## config.mk

```make
export PLATFORM = sky130hd
export DESIGN_NAME = hilo_div
export DESIGN_NICKNAME = d
export VERILOG_FILES = /design/src/rtl/hilo_div_pkg.sv /design/src/rtl/hilo_div_step.sv /design/src/rtl/hilo_div.sv
export SDC_FILE = /design/constraint.sdc
export NUM_CORES = 1
export LEC_CHECK = 0
export ABC_CLOCK_PERIOD_IN_PS = 4900
export BUFFER_PORTS_ARGS = -buffer_cell sky130_fd_sc_hd__buf_4
export CAP_MARGIN = 20
export CORE_MARGIN = 10
export CORE_UTILIZATION = 55
export CTS_BUF_LIST = sky130_fd_sc_hd__clkbuf_4 sky130_fd_sc_hd__clkbuf_8 sky130_fd_sc_hd__clkbuf_16
export DETAILED_ROUTE_END_ITERATION = 16
export PLACE_DENSITY = 0.88
export SETUP_SLACK_MARGIN = 0.02
export SLEW_MARGIN = 10
export SYNTH_ARGS = -nofsm -noshare
export SYNTH_HDL_FRONTEND = slang
export SYNTH_SLANG_ARGS = --single-unit
```

## constraint.sdc

```tcl
create_clock -name clk -period 4.9 [get_ports clk]
set_clock_uncertainty 0.15 [all_clocks]
set_input_delay 0.245 -clock clk [delete_from_list [all_inputs] [get_ports clk]]
set_output_delay 0.245 -clock clk [all_outputs]
set_load 0.02 [all_outputs]
```

## src/rtl/hilo_div_pkg.sv

```systemverilog
// Shared definitions for the HI/LO divider: FSM state encoding, handshake
// level names and default widths.
package hilo_div_pkg;

  localparam int unsigned DATA_W   = 32;
  localparam int unsigned RESULT_W = 2 * DATA_W;

  typedef enum logic [1:0] {
    DivFree   = 2'd0,
    DivByZero = 2'd1,
    DivOn     = 2'd2,
    DivEnd    = 2'd3
  } div_state_e;

  localparam logic DivResultReady    = 1'b1;
  localparam logic DivResultNotReady = 1'b0;
  localparam logic DivStart          = 1'b1;
  localparam logic DivStop           = 1'b0;

endpackage

```

## src/rtl/hilo_div_step.sv

```systemverilog
// One restoring-division iteration on the {partial remainder, dividend/quotient}
// working register: shift left, trial-subtract the divisor, keep the
// difference and shift in a 1 when it is non-negative, else shift in a 0.
module hilo_div_step #(
  parameter int unsigned DATA_W = 32
) (
  input  logic [2*DATA_W:0]  work_i,
  input  logic [DATA_W-1:0]  divisor_i,
  output logic [2*DATA_W:0]  work_o
);
  import hilo_div_pkg::*;

  // Partial remainder never reaches 2^DATA_W, so the top bit is always 0.
  logic              unused_msb;
  logic [DATA_W:0]   rem_sh;
  logic [DATA_W-2:0] quo_sh;
  logic [DATA_W+1:0] diff;
  logic              qbit;

  assign unused_msb = work_i[2*DATA_W];
  assign rem_sh     = work_i[2*DATA_W-1:DATA_W-1];
  assign quo_sh     = work_i[DATA_W-2:0];

  // Extra bit on the difference carries the borrow, i.e. the trial sign.
  always_comb begin
    diff   = {1'b0, rem_sh} - {2'b00, divisor_i};
    qbit   = ~diff[DATA_W+1];
    work_o = {(qbit ? diff[DATA_W:0] : rem_sh), quo_sh, qbit};
  end

endmodule

```

## src/rtl/hilo_div.sv

```systemverilog
// Multi-cycle DIV/DIVU unit producing {HI = remainder, LO = quotient}.
// Define HILO_DIV_SIGNED_EN to honour signed_div_i (magnitude conversion and
// sign correction); otherwise every operation is unsigned with equal latency.
module hilo_div #(
  parameter int unsigned DATA_W = hilo_div_pkg::DATA_W
) (
  input  logic                clk,
  input  logic                rst,
  input  logic                start_i,
  input  logic                annul_i,
  input  logic                signed_div_i,
  input  logic [DATA_W-1:0]   opdata1_i,
  input  logic [DATA_W-1:0]   opdata2_i,
  output logic [2*DATA_W-1:0] result_o,
  output logic                ready_o
);
  import hilo_div_pkg::*;

  localparam int unsigned CntW = $clog2(DATA_W + 1);

  div_state_e          state_q, state_d;
  logic [CntW-1:0]     cnt_q, cnt_d;
  logic [2*DATA_W:0]   work_q, work_d;
  logic [DATA_W-1:0]   divisor_q, divisor_d;
  logic [2*DATA_W-1:0] result_q, result_d;
  logic                ready_q, ready_d;

  logic [2*DATA_W:0]   step_work;
  logic [DATA_W-1:0]   dvd_mag, dvs_mag;
  logic [DATA_W-1:0]   quo_raw, rem_raw, quo_fix, rem_fix;

  assign quo_raw = work_q[DATA_W-1:0];
  assign rem_raw = work_q[2*DATA_W-1:DATA_W];

`ifdef HILO_DIV_SIGNED_EN
  logic dvd_neg, dvs_neg;
  logic rem_neg_q, rem_neg_d, quo_neg_q, quo_neg_d;

  assign dvd_neg = signed_div_i & opdata1_i[DATA_W-1];
  assign dvs_neg = signed_div_i & opdata2_i[DATA_W-1];
  // Magnitude of the most negative value wraps to itself, read as unsigned.
  assign dvd_mag = dvd_neg ? ('0 - opdata1_i) : opdata1_i;
  assign dvs_mag = dvs_neg ? ('0 - opdata2_i) : opdata2_i;
  assign quo_fix = quo_neg_q ? ('0 - quo_raw) : quo_raw;
  assign rem_fix = rem_neg_q ? ('0 - rem_raw) : rem_raw;

  // Sign flags captured on the accepting edge drive the final correction.
  always_comb begin
    rem_neg_d = rem_neg_q;
    quo_neg_d = quo_neg_q;
    if (state_q == DivFree && start_i == DivStart && !annul_i) begin
      rem_neg_d = dvd_neg;
      quo_neg_d = dvd_neg ^ dvs_neg;
    end
  end

  // Sign flag registers.
  always_ff @(posedge clk) begin
    if (!rst) begin
      rem_neg_q <= 1'b0;
      quo_neg_q <= 1'b0;
    end else begin
      rem_neg_q <= rem_neg_d;
      quo_neg_q <= quo_neg_d;
    end
  end
`else
  logic unused_signed;

  assign unused_signed = signed_div_i;
  assign dvd_mag       = opdata1_i;
  assign dvs_mag       = opdata2_i;
  assign quo_fix       = quo_raw;
  assign rem_fix       = rem_raw;
`endif

  hilo_div_step #(
    .DATA_W (DATA_W)
  ) u_step (
    .work_i    (work_q),
    .divisor_i (divisor_q),
    .work_o    (step_work)
  );

  // Next-state and datapath control; annul overrides everything.
  always_comb begin
    state_d   = state_q;
    cnt_d     = cnt_q;
    work_d    = work_q;
    divisor_d = divisor_q;
    result_d  = result_q;
    ready_d   = ready_q;
    if (annul_i) begin
      state_d  = DivFree;
      result_d = '0;
      ready_d  = DivResultNotReady;
    end else begin
      unique case (state_q)
        DivFree: begin
          result_d = '0;
          ready_d  = DivResultNotReady;
          if (start_i == DivStart) begin
            divisor_d = dvs_mag;
            if (opdata2_i == '0) begin
              state_d = DivByZero;
            end else begin
              state_d = DivOn;
              cnt_d   = '0;
              work_d  = {{(DATA_W + 1){1'b0}}, dvd_mag};
            end
          end
        end
        DivByZero: begin
          state_d  = DivEnd;
          result_d = '0;
          ready_d  = DivResultReady;
        end
        DivOn: begin
          if (cnt_q == CntW'(DATA_W)) begin
            state_d  = DivEnd;
            result_d = {rem_fix, quo_fix};
            ready_d  = DivResultReady;
          end else begin
            work_d = step_work;
            cnt_d  = cnt_q + CntW'(1);
          end
        end
        DivEnd: begin
          if (start_i == DivStop) begin
            state_d  = DivFree;
            result_d = '0;
            ready_d  = DivResultNotReady;
          end
        end
      endcase
    end
  end

  // State and datapath registers with synchronous active-low reset.
  always_ff @(posedge clk) begin
    if (!rst) begin
      state_q   <= DivFree;
      cnt_q     <= '0;
      work_q    <= '0;
      divisor_q <= '0;
      result_q  <= '0;
      ready_q   <= DivResultNotReady;
    end else begin
      state_q   <= state_d;
      cnt_q     <= cnt_d;
      work_q    <= work_d;
      divisor_q <= divisor_d;
      result_q  <= result_d;
      ready_q   <= ready_d;
    end
  end

  assign result_o = result_q;
  assign ready_o  = ready_q;

endmodule

```

==> flow_metrics.env, run 1 <==
export IMPL_path_clk_slew_ns=0.06
export IMPL_die_h_um=144.7
export IMPL_period_share_pct=70.30
export IMPL_ctsHoldBuffers=33
export IMPL_critPathMaxFanout=74
export IMPL_post_place_ws_ns=1.447
export IMPL_area_growth_pct=23.35
export IMPL_cp_end_kind="register"
export IMPL_h_tree_depth=4
export IMPL_synth_distinct_cells=52
export IMPL_clock_fmax_mhz=290.3
export IMPL_numCtsBuffers=17
export IMPL_tns_ns=0
export IMPL_fin_ws_ns=1.455
export IMPL_power_density_nw_per_um2=328.4
export IMPL_arrival_ns=3.60
export IMPL_drc_errors=0
export IMPL_wl_per_cell_um=16.75
export IMPL_maxSlewViolCount=0
export IMPL_rsz0062_at_grt="no"
export IMPL_avgViaCountPerCell=5.719
export IMPL_ant_nets=0
export IMPL_post_cts_buffers=0
export IMPL_synth_area_leader_cell="dfxtp_1"
export IMPL_numPortBuffers=132
export IMPL_drive_gt1_share_pct=16.31
export IMPL_cellLeakagePower_nw=4.415
export IMPL_design_area_um2=10550
export IMPL_hpwlAfterDp_mm=15.56
export IMPL_dieArea_um2=20930
export IMPL_synth_edf_count=0
export IMPL_tightest_slew_ns=0.9964
export IMPL_cap_violations=0
export IMPL_clock_sinks=169
export IMPL_grt_pass1_vias=7712
export IMPL_hold_violations=0
export IMPL_wl_mm=22.79
export IMPL_async_flop_share_pct=0
export IMPL_grt_start_max_net_pins=75
export IMPL_setup_viol=0
export IMPL_period_needed_ns=3.445
export IMPL_root_buffer="clkbuf_16"
export IMPL_cp_data_required_time_ns=5.06
export IMPL_track_usage_pct=22.13
export IMPL_grt_pass1_wl_mm=37.48
export IMPL_start_util_pct=56.25
export IMPL_syn_area_um2=8551
export IMPL_worstSkewPairLatency_ns=0.43
export IMPL_synth_flop_cell="dfxtp_1"
export IMPL_synth_seq_cells=169
export IMPL_syn_num_nets=1146
export IMPL_rows=45
export IMPL_syn_avg_cell_area_um2=8.238
export IMPL_antenna_found_initial=1
export IMPL_power_mw=3.463
export IMPL_die_w_um=144.7
export IMPL_overflow=0
export IMPL_gp_congestion=0.8931
export IMPL_yosysWarnings=0
export IMPL_setup_worst_path_start_class="primary input"
export IMPL_dpl_cell_area_um2=9593
export IMPL_coreArea_um2=15200
export IMPL_cts_resized_gates=0
export IMPL_drt_initial_drc_count=481
export IMPL_peakVddDrop_mv=0.3169
export IMPL_num_vias=7778
export IMPL_cts_tree="yes"
export IMPL_seq_area_frac_synth_pct=39.57
export IMPL_slew_headroom_pct=33.57
export IMPL_hp_class="in -> reg"
export IMPL_critPathKind="in -> reg"
export IMPL_status="finished clean"
export IMPL_fin_nets=1267
export IMPL_clockBufferDepth=2
export IMPL_yosysTopAreaCellShare_pct=39.57
export IMPL_io_pins=134
export IMPL_postSynthCellCount=1038
export IMPL_synth_area_top_cells="dfxtp_1 (40%), nand2_1 (9.5%), mux2i_1 (7.4%)"
export IMPL_dr_pass1_iters=8
-- final timing paths --
kind / slack (ns) / depth (start not counted) / end / start
setup / recovery: 1.46 / 10 / work_q[34]$_SDFFE_PN0P_ / opdata2_i[16]
hold / removal: 0.01 / 4 / work_q[7]$_SDFFE_PN0P_ / opdata1_i[7]
setup reg to reg: 1.46 / 9 / work_q[60]$_SDFFE_PN0P_ / state_q[0]$_SDFFE_PP0P_
hold reg to reg: 0.30 / 2 / result_o[46]$_SDFFE_PP0P_ / result_o[46]$_SDFFE_PP0P_
-- cell usage in the layout (no fill, tap or decap), types with 4 or more instances in the layout --
master	n
nor2_1	24
o21a_1	7
o21ai_1	26
nand2_1	217
and3_1	9
xnor2_1	21
ha_1	37
a21boi_0	33
clkbuf_8	4
inv_1	42
buf_4	144
dfxtp_1	169
nand3_1	73
nor4_1	8
clkbuf_4	4
a211oi_1	5
a21oi_1	91
o211a_1	31
a31oi_1	6
dlygate4sd3_1	33
xor2_1	10
nand4_1	8
clkbuf_16	17
mux2i_1	63
a21o_1	16
o21ai_0	17
o21bai_1	4
-- stage by stage --
stage	utilization, %	hold WS, ns	instances
after floorplan	-	0.2399	1038
after global placement	63.10	0.2883	1295
after detailed placement	63.10	0.2956	1295
after CTS	69.37	0.004206	1359
after global routing	69.38	0.01631	1360
final	69.38	0.01276	1360
-- flip-flops by register name, summed over array words and instances (netlist names) --
name       flops
result_o      64
work_q        64
divisor_q     32
cnt_q          6
state_q        2
ready_o        1
-- Yosys cell counts (all sizes together), types with 2 or more instances --
| cell | count |
|---|---|
| a31oi | 7 |
| a221oi | 2 |
| o31ai | 2 |
| o211a | 31 |
| a22o | 3 |
| nor2b | 4 |
| o21bai | 4 |
| dfxtp | 169 |
| nor4 | 8 |
| nand2 | 217 |
| inv | 42 |
| nor2 | 25 |
| nand2b | 4 |
| clkbuf | 66 |
| o21a | 7 |
| or2 | 3 |
| a311oi | 2 |
| a21oi | 91 |
| xnor2 | 21 |
| a21o | 16 |
| and2 | 2 |
| a31o | 3 |
| mux2i | 63 |
| o211ai | 4 |
| a211oi | 7 |
| o21ai | 43 |
| a21boi | 33 |
| xor2 | 10 |
| nand3 | 73 |
| ha | 38 |
| and3 | 9 |
| buf | 9 |
| nand4 | 8 |
-- layout make-up --
type / count / area (µm²)
Inverter: 42 / 157.7
Fill cell: 1176 / 4654
Clock buffer: 25 / 510.5
Sequential cell: 169 / 3383
Clock inverter: 6 / 111.4
Antenna cell: 1 / 2.502
Multi-Input combinational cell: 752 / 4736
Tap cell: 188 / 235.2
Timing Repair Buffer: 177 / 1411
-- metal layers --
metal | global-route usage, % | share of wire, %
met5 | 0 | 0
met1 | 24.54 | 41
met3 | 7.986 | 7.6
met4 | 8.085 | 2.3
met2 | 38.10 | 49
-- power by group --
| group | internal, mW | switching, mW |
|---|---|---|
| Sequential | 1.42 | 0.0326 |
| Combinational | 0.263 | 0.333 |
| Clock | 0.877 | 0.538 |
-- cells by family (layout without fill, tap and decap cells) --
logic type,Yosys count,count (layout),share of synthesized area (%)
XOR/XNOR,31,31,3.175
buffers and inverters,117,250,5.502
AND/OR/NAND/NOR,357,357,18.03
adder cells (fa/ha/maj),39,39,5.795
multiplexers,63,63,7.375
AO/OA/AOI/OAI,262,262,20.56
flip-flops,169,169,39.57
other,0,1,0
-- critical path, stage by stage --
cell,delay [ns]
dlygate4sd3_1,0.54
buf_4,0.14
nor4_1,0.63
nand4_1,0.32
o21ai_0,0.39
a211oi_4,0.11
buf_4,0.35
nand3_1,0.43
buf_4,0.33
o21ai_0,0.12
Power figures use the tool's default switching activity.
==> run 2: changes to the inputs <==
ABC_AREA = 1   (was unset)
ABC_CLOCK_PERIOD_IN_PS = 2860   (was 4900)
CORE_UTILIZATION = 53   (was 55)
clock period = 2.86 ns   (was 4.9 ns; I/O delays follow)
==> flow_metrics.env, run 2 <==
export IMPL_internal_power_mw=4.156
export IMPL_syn_avg_cell_area_um2=6.588
export IMPL_seq_area_frac_synth_pct=35.71
export IMPL_clockBufferDepth=2
export IMPL_finish_utilization_pct=67.90
export IMPL_synth_flop_cell="dfxtp_1"
export IMPL_crit_top_cell="nand2_1"
export IMPL_cp_data_required_time_ns=3.07
export IMPL_synth_distinct_cells=38
export IMPL_cp_end_kind="register"
export IMPL_die_w_um=153.7
export IMPL_period_share_pct=91.57
export IMPL_critPathKind="in -> reg"
export IMPL_synth_edf_count=0
export IMPL_wl_per_cell_um=17.09
export IMPL_area_growth_pct=24.83
export IMPL_syn_area_um2=9474
export IMPL_p_seq_share_pct=41.3
export IMPL_worstSkewPairLatency_ns=0.44
export IMPL_numCtsBuffers=17
export IMPL_cts_tree="yes"
export IMPL_synth_common_cells="nand2_1 (459), dfxtp_1 (169), inv_1 (155)"
export IMPL_timing_rr_end="work_q[31]$_SDFFE_PN0P_"
export IMPL_setup_worst_path_start_class="primary input"
export IMPL_slew_headroom_pct=41.91
export IMPL_path_delay_family="simple AND/OR/NAND/NOR gates"
export IMPL_synth_most_common_cell="nand2_1"
export IMPL_synth_xor_area_share_pct=1.572
export IMPL_fillCellCount=1406
export IMPL_power_mw=5.990
export IMPL_grt_pass1_wl_mm=49.76
export IMPL_dr_pass1_iters=8
export IMPL_final_cell_mix="nand2_1 (459), dfxtp_1 (169), inv_1 (153)"
export IMPL_async_flop_share_pct=0
export IMPL_dieArea_um2=23620
export IMPL_syn_num_nets=1546
export IMPL_coreArea_um2=17420
export IMPL_ant_nets=0
export IMPL_avgViaCountPerCell=5.614
export IMPL_design_area_um2=11830
export IMPL_p_switching_mw=1.834
export IMPL_critPathSlowestCell="dlygate4sd3_1"
export IMPL_antenna_cells=0
export IMPL_synth_fa_ha_area_share_pct=5.230
export IMPL_cpPeakStageDelay_ns=0.54
export IMPL_power_density_nw_per_um2=506.5
export IMPL_postSynthCellCount=1438
export IMPL_synth_area_leader_cell="dfxtp_1"
export IMPL_synth_compound_area_share_pct=14.74
export IMPL_rows=48
export IMPL_post_place_ws_ns=0.2505
export IMPL_dpl_cell_area_um2=10540
export IMPL_wl_mm=31.47
export IMPL_path_cells="dlygate4sd3_1 -> buf_4 -> nor2_1 -> nand2_1 -> nor2_1 -> nand2_1 -> nor2_2 -> nand2_1 -> nand2_4 -> buf_4 -> nand2_1 -> a31oi_1"
export IMPL_fin_nets=1711
export IMPL_hp_class="in -> reg"
export IMPL_yosys_mux_area_fraction_pct=0
export IMPL_drc_errors=0
export IMPL_min_to="result_o[3]$_SDFFE_PP0P_"
export IMPL_cellLeakagePower_nw=5.352
export IMPL_tns_ns=0
export IMPL_hold_start="annul_i"
export IMPL_final_cells=1841
export IMPL_root_buffer="clkbuf_16"
export IMPL_holdPathStages=5
export IMPL_maxSlewViolCount=0
export IMPL_arrival_ns=2.83
export IMPL_synth_area_top_cells="dfxtp_1 (36%), nand2_1 (18%), a21oi_1 (7.7%)"
export IMPL_cap_violations=0
export IMPL_numPortBuffers=132
export IMPL_h_tree_depth=4
export IMPL_overflow=0
export IMPL_tightest_slew_ns=0.8692
export IMPL_dp_cells=1740
export IMPL_synth_seq_cells=169
export IMPL_num_vias=10340
export IMPL_setup_viol=0
export IMPL_grt_pass1_vias=9939
export IMPL_yosysTopAreaCellShare_pct=35.71
export IMPL_grt_start_max_net_pins=66
export IMPL_worst_hold_slack_ns=0.06789
export IMPL_gp_congestion=1.027
export IMPL_r2r_cells=9
export IMPL_drt_initial_drc_count=1254
export IMPL_rrSetupSlack_ns=0.27
export IMPL_pwr_share_comb_pct=18.5
export IMPL_layout_commonest_cell="nand2_1"
export IMPL_synth_top_family_by_area="simple AND/OR/NAND/NOR gates"
export IMPL_hpwlAfterDp_mm=20.60
export IMPL_p_clk_share_pct=40.2
export IMPL_yosysWarnings=0
export IMPL_die_h_um=153.7
export IMPL_hold_violations=0
export IMPL_swShare_pct=30.62
export IMPL_peakVddDrop_mv=0.5197
export IMPL_clock_sinks=169
export IMPL_start_util_pct=54.40
export IMPL_track_usage_pct=25.28
export IMPL_period_needed_ns=2.619
export IMPL_timing_rr_start="state_q[0]$_SDFFE_PP0P_"
export IMPL_critPathBufInv=3
export IMPL_fin_ws_ns=0.2412
export IMPL_antenna_found_initial=0
export IMPL_clock_fmax_mhz=381.9
export IMPL_drive_gt1_share_pct=13.99
export IMPL_path_clk_slew_ns=0.08
export IMPL_critPathMaxFanout=32
export IMPL_rsz0062_at_grt="no"
export IMPL_synth_simple_area_share_pct=32.46
export IMPL_io_pins=134
export IMPL_status="finished clean"
==> run 2: cell types whose count changed after synthesis, moves of 37 or more <==
cell     previous run  this run
nand3_1            73       110
nor2_1             25        87
nand2_1           217       459
o21ai_0            17        61
inv_1              42       155
mux2i_1            63         0
a21oi_1            91       145
==> run 2: worst max-delay path by stage <==
stage / startpoint / to / slack, ns / cells past startpoint
after global placement: cnt_q[0]$_SDFFE_PN0P_ / work_q[61]$_SDFFE_PN0P_ / 0.34 / 11
after floorplan: work_q[31]$_SDFFE_PN0P_ / work_q[60]$_SDFFE_PN0P_ / 0.87 / 13
after CTS: cnt_q[0]$_SDFFE_PN0P_ / work_q[52]$_SDFFE_PN0P_ / 0.24 / 11
after global routing: work_q[47]$_SDFFE_PN0P_ / work_q[63]$_SDFFE_PN0P_ / 0.08 / 13
final: opdata2_i[31] / work_q[8]$_SDFFE_PN0P_ / 0.24 / 12
after detailed placement: cnt_q[0]$_SDFFE_PN0P_ / work_q[57]$_SDFFE_PN0P_ / 0.25 / 11
==> run 2: repair_timing <==
item | CTS | global route
endpoints found under the setup margin | 0 | 9
hold buffers | 68 | 0
setup buffers | 0 | 0
resized for setup | 0 | 0
hold endpoints to repair | 66 | 0
==> run 2: cell type report <==
| class | instances | area (µm²) | share of cell area, % |
|---|---|---|---|
| multi-input combinational | 1034 | 5146 | 43.51 |
| sequential | 169 | 3383 | 28.61 |
| timing repair buffer | 214 | 1789 | 15.13 |
| inverter | 167 | 628.1 | 5.311 |
| clock buffer | 18 | 439.2 | 3.714 |
| tap | 225 | 281.5 | 2.380 |
| clock inverter | 14 | 158.9 | 1.344 |
==> run 2: tightest hold or removal path, cell delays in order <==
cell	delay (ns)
buf_4	0.09
nor2_1	0.04
buf_4	0.20
o21ai_0	0.10
nor2_1	0.04
==> run 2: kinds of logic (layout without fill, tap and decap cells) <==
family,count (synthesis),count (layout)
buffers and inverters,236,413
XOR/XNOR,17,17
AND/OR/NAND/NOR,720,721
AO/OA/AOI/OAI,257,257
flip-flops,169,169
adder cells (fa/ha/maj),39,39
==> run 2: power groups by stage <==
stage                     logic (mW)  clock network (mW)  registers (mW)
final                           1.11                2.41            2.47
after global placement         0.960                   0            2.52
after floorplan                0.700                   0            2.52
after detailed placement       0.982                   0            2.52
after global routing            1.22                2.51            2.48
after CTS                       1.07                2.40            2.47
==> run 2: metal layers <==
| metal | up-vias | track usage [%] | routed length (µm) |
|---|---|---|---|
| li1 | 4958 | - | - |
| met1 | 4701 | 30.01 | 12470 |
| met2 | 538 | 41.83 | 14660 |
| met3 | 138 | 4.603 | 2452 |
| met4 | 0 | 14.84 | 1886 |
| met5 | - | 0 | 0 |
==> run 3: changes to the inputs <==
BUFFER_PORTS_ARGS = unset   (was -buffer_cell sky130_fd_sc_hd__buf_4)
CORE_UTILIZATION = 55   (was 53)
DONT_BUFFER_PORTS = 1   (was unset)
PLACE_DENSITY = unset   (was 0.88)
PLACE_DENSITY_LB_ADDON = 0.25   (was unset)
==> flow_metrics.env, run 3 (synthesis results as in run 2) <==
export IMPL_internal_power_mw=4.177
export IMPL_hp_class="in -> reg"
export IMPL_drive_gt1_share_pct=6.393
export IMPL_maxSlewViolCount=0
export IMPL_track_usage_pct=23.85
export IMPL_rsz0062_at_grt="no"
export IMPL_gp_congestion=0.9618
export IMPL_timing_rr_start="state_q[0]$_SDFFE_PP0P_"
export IMPL_coreArea_um2=16760
export IMPL_dp_cells=1604
export IMPL_hold_violations=0
export IMPL_arrival_ns=2.72
export IMPL_holdPathStages=8
export IMPL_path_clk_slew_ns=0.07
export IMPL_hpwlAfterDp_mm=19.56
export IMPL_cts_tree="yes"
export IMPL_swShare_pct=29.50
export IMPL_rrSetupSlack_ns=0.34
export IMPL_cp_end_kind="register"
export IMPL_status="finished clean"
export IMPL_period_share_pct=88.04
export IMPL_die_h_um=151.2
export IMPL_globalRouteMet3Util_pct=4.952
export IMPL_rows=47
export IMPL_clock_fmax_mhz=397.1
export IMPL_tightest_slew_ns=0.8829
export IMPL_wl_mm=28.28
export IMPL_die_w_um=151.2
export IMPL_fillCellCount=1523
export IMPL_met1_usage_pct=30.25
export IMPL_power_density_nw_per_um2=543.0
export IMPL_fin_nets=1582
export IMPL_timing_rr_end="work_q[50]$_SDFFE_PN0P_"
export IMPL_grt_start_max_net_pins=69
export IMPL_avgViaCountPerCell=5.545
export IMPL_clockBufferDepth=2
export IMPL_cts_resized_gates=0
export IMPL_busiest_layer="met2"
export IMPL_grt_pass1_vias=8676
export IMPL_slew_headroom_pct=41.00
export IMPL_final_cells=1707
export IMPL_h_tree_depth=4
export IMPL_layout_commonest_cell="nand2_1"
export IMPL_drc_errors=0
export IMPL_pwr_share_comb_pct=16.8
export IMPL_hold_start="opdata2_i[24]"
export IMPL_clock_sinks=169
export IMPL_setup_viol=0
export IMPL_worstSkewPairLatency_ns=0.43
export IMPL_drt_initial_drc_count=913
export IMPL_r2r_cells=9
export IMPL_critPathMaxFanout=31
export IMPL_period_needed_ns=2.518
export IMPL_p_seq_share_pct=41.9
export IMPL_setup_worst_path_start_class="register"
export IMPL_overflow=0
export IMPL_ant_nets=0
export IMPL_root_buffer="clkbuf_16"
export IMPL_dieArea_um2=22880
export IMPL_tns_ns=0
export IMPL_regArea_um2=3383
export IMPL_critPathKind="reg -> reg"
export IMPL_cp_data_required_time_ns=3.06
export IMPL_io_pins=134
export IMPL_antenna_found_initial=0
export IMPL_cellLeakagePower_nw=4.713
export IMPL_wl_per_cell_um=16.56
export IMPL_area_growth_pct=15.16
export IMPL_peakVddDrop_mv=0.5384
export IMPL_dr_pass1_iters=5
export IMPL_p_clk_share_pct=41.3
export IMPL_grt_pass1_wl_mm=44.42
export IMPL_numCtsBuffers=17
export IMPL_cap_violations=0
export IMPL_met2_usage_pct=38.37
export IMPL_final_cell_mix="nand2_1 (459), dfxtp_1 (169), inv_1 (153)"
export IMPL_numPortBuffers=0
export IMPL_num_vias=9465
export IMPL_start_util_pct=56.53
export IMPL_multiInputGateArea_um2=5146
export IMPL_p_switching_mw=1.748
export IMPL_min_to="state_q[1]$_SDFFE_PP0P_"
run 3: cell count changes in the layout (fill, tap and decap cells not counted), sizes merged:
cell / before / now
clkinv: 10 / 7
buf: 146 / 16
diode: 0 / 1
inv: 169 / 170
dlygate4sd3: 68 / 69
bufinv: 2 / 3
run 3: per-stage QoR:
| step | utilization [%] | power [mW] | hold WS [ns] | setup WS (ns) | area, µm² |
|---|---|---|---|---|---|
| final | 65.10 | 5.925 | 0.04990 | 0.3421 | 10910 |
| after global placement | 57.11 | 3.403 | 0.1421 | 0.3581 | 9572 |
| after detailed placement | 57.11 | 3.415 | 0.1427 | 0.3049 | 9572 |
| after global routing | 65.08 | 6.166 | 0.09649 | 0.1920 | 10910 |
| after floorplan | - | 3.220 | 0.1512 | 0.8735 | 9474 |
| after CTS | 65.02 | 5.920 | 0.03267 | 0.2355 | 10900 |
run 3: area by class of cell:
| cell class | count | share of cell area (%) |
|---|---|---|
| clock inverters | 13 | 1.663 |
| multi-input cells | 1034 | 47.17 |
| repair buffers | 85 | 7.890 |
| inverters | 167 | 5.757 |
| flip-flops and latches | 169 | 31.01 |
| diodes | 1 | 0.02294 |
| well taps | 220 | 2.523 |
| clock buffers | 18 | 3.968 |
run 3: power by group through the flow:
| stage | logic [mW] | clock network [mW] | registers, mW |
|---|---|---|---|
| floorplan | 0.700 | 0 | 2.52 |
| global placement | 0.869 | 0 | 2.53 |
| detailed placement | 0.879 | 0 | 2.54 |
| CTS | 0.977 | 2.46 | 2.48 |
| global route | 1.11 | 2.56 | 2.49 |
| finish | 0.997 | 2.44 | 2.48 |
run 3: worst max path at each step:
stage                            start                       to  slack (ns)
5_1_grt        state_q[0]$_SDFFE_PP0P_   work_q[0]$_SDFFE_PN0P_        0.19
3_3_place_gp     cnt_q[0]$_SDFFE_PN0P_  work_q[63]$_SDFFE_PN0P_        0.36
3_5_place_dp     cnt_q[0]$_SDFFE_PN0P_  work_q[63]$_SDFFE_PN0P_        0.30
2_1_floorplan  work_q[31]$_SDFFE_PN0P_  work_q[60]$_SDFFE_PN0P_        0.87
6_report       state_q[0]$_SDFFE_PP0P_  work_q[50]$_SDFFE_PN0P_        0.34
4_1_cts          cnt_q[0]$_SDFFE_PN0P_  work_q[61]$_SDFFE_PN0P_        0.24
run 3: what timing repair did:
action | in CTS | in global routing
hold buffers | 70 | 0
setup endpoints to repair | 0 | 8
buffers inserted | 0 | 0
endpoints found under the hold margin | 91 | 0
run 3: worst max-delay path: stages (launching register included):
cell,delay (ns)
dfxtp_1,0.37
inv_1,0.09
ha_2,0.22
clkinv_2,0.14
nand2_1,0.09
a21oi_2,0.19
nand2_4,0.13
nor2_4,0.71
nand3_1,0.20
a21oi_2,0.15
run 3: layer usage:
metal	part of all wire, %	routed length (µm)
met1	42	11930
met5	0	0
met2	46	13090
met4	3.6	1022
met3	7.9	2227
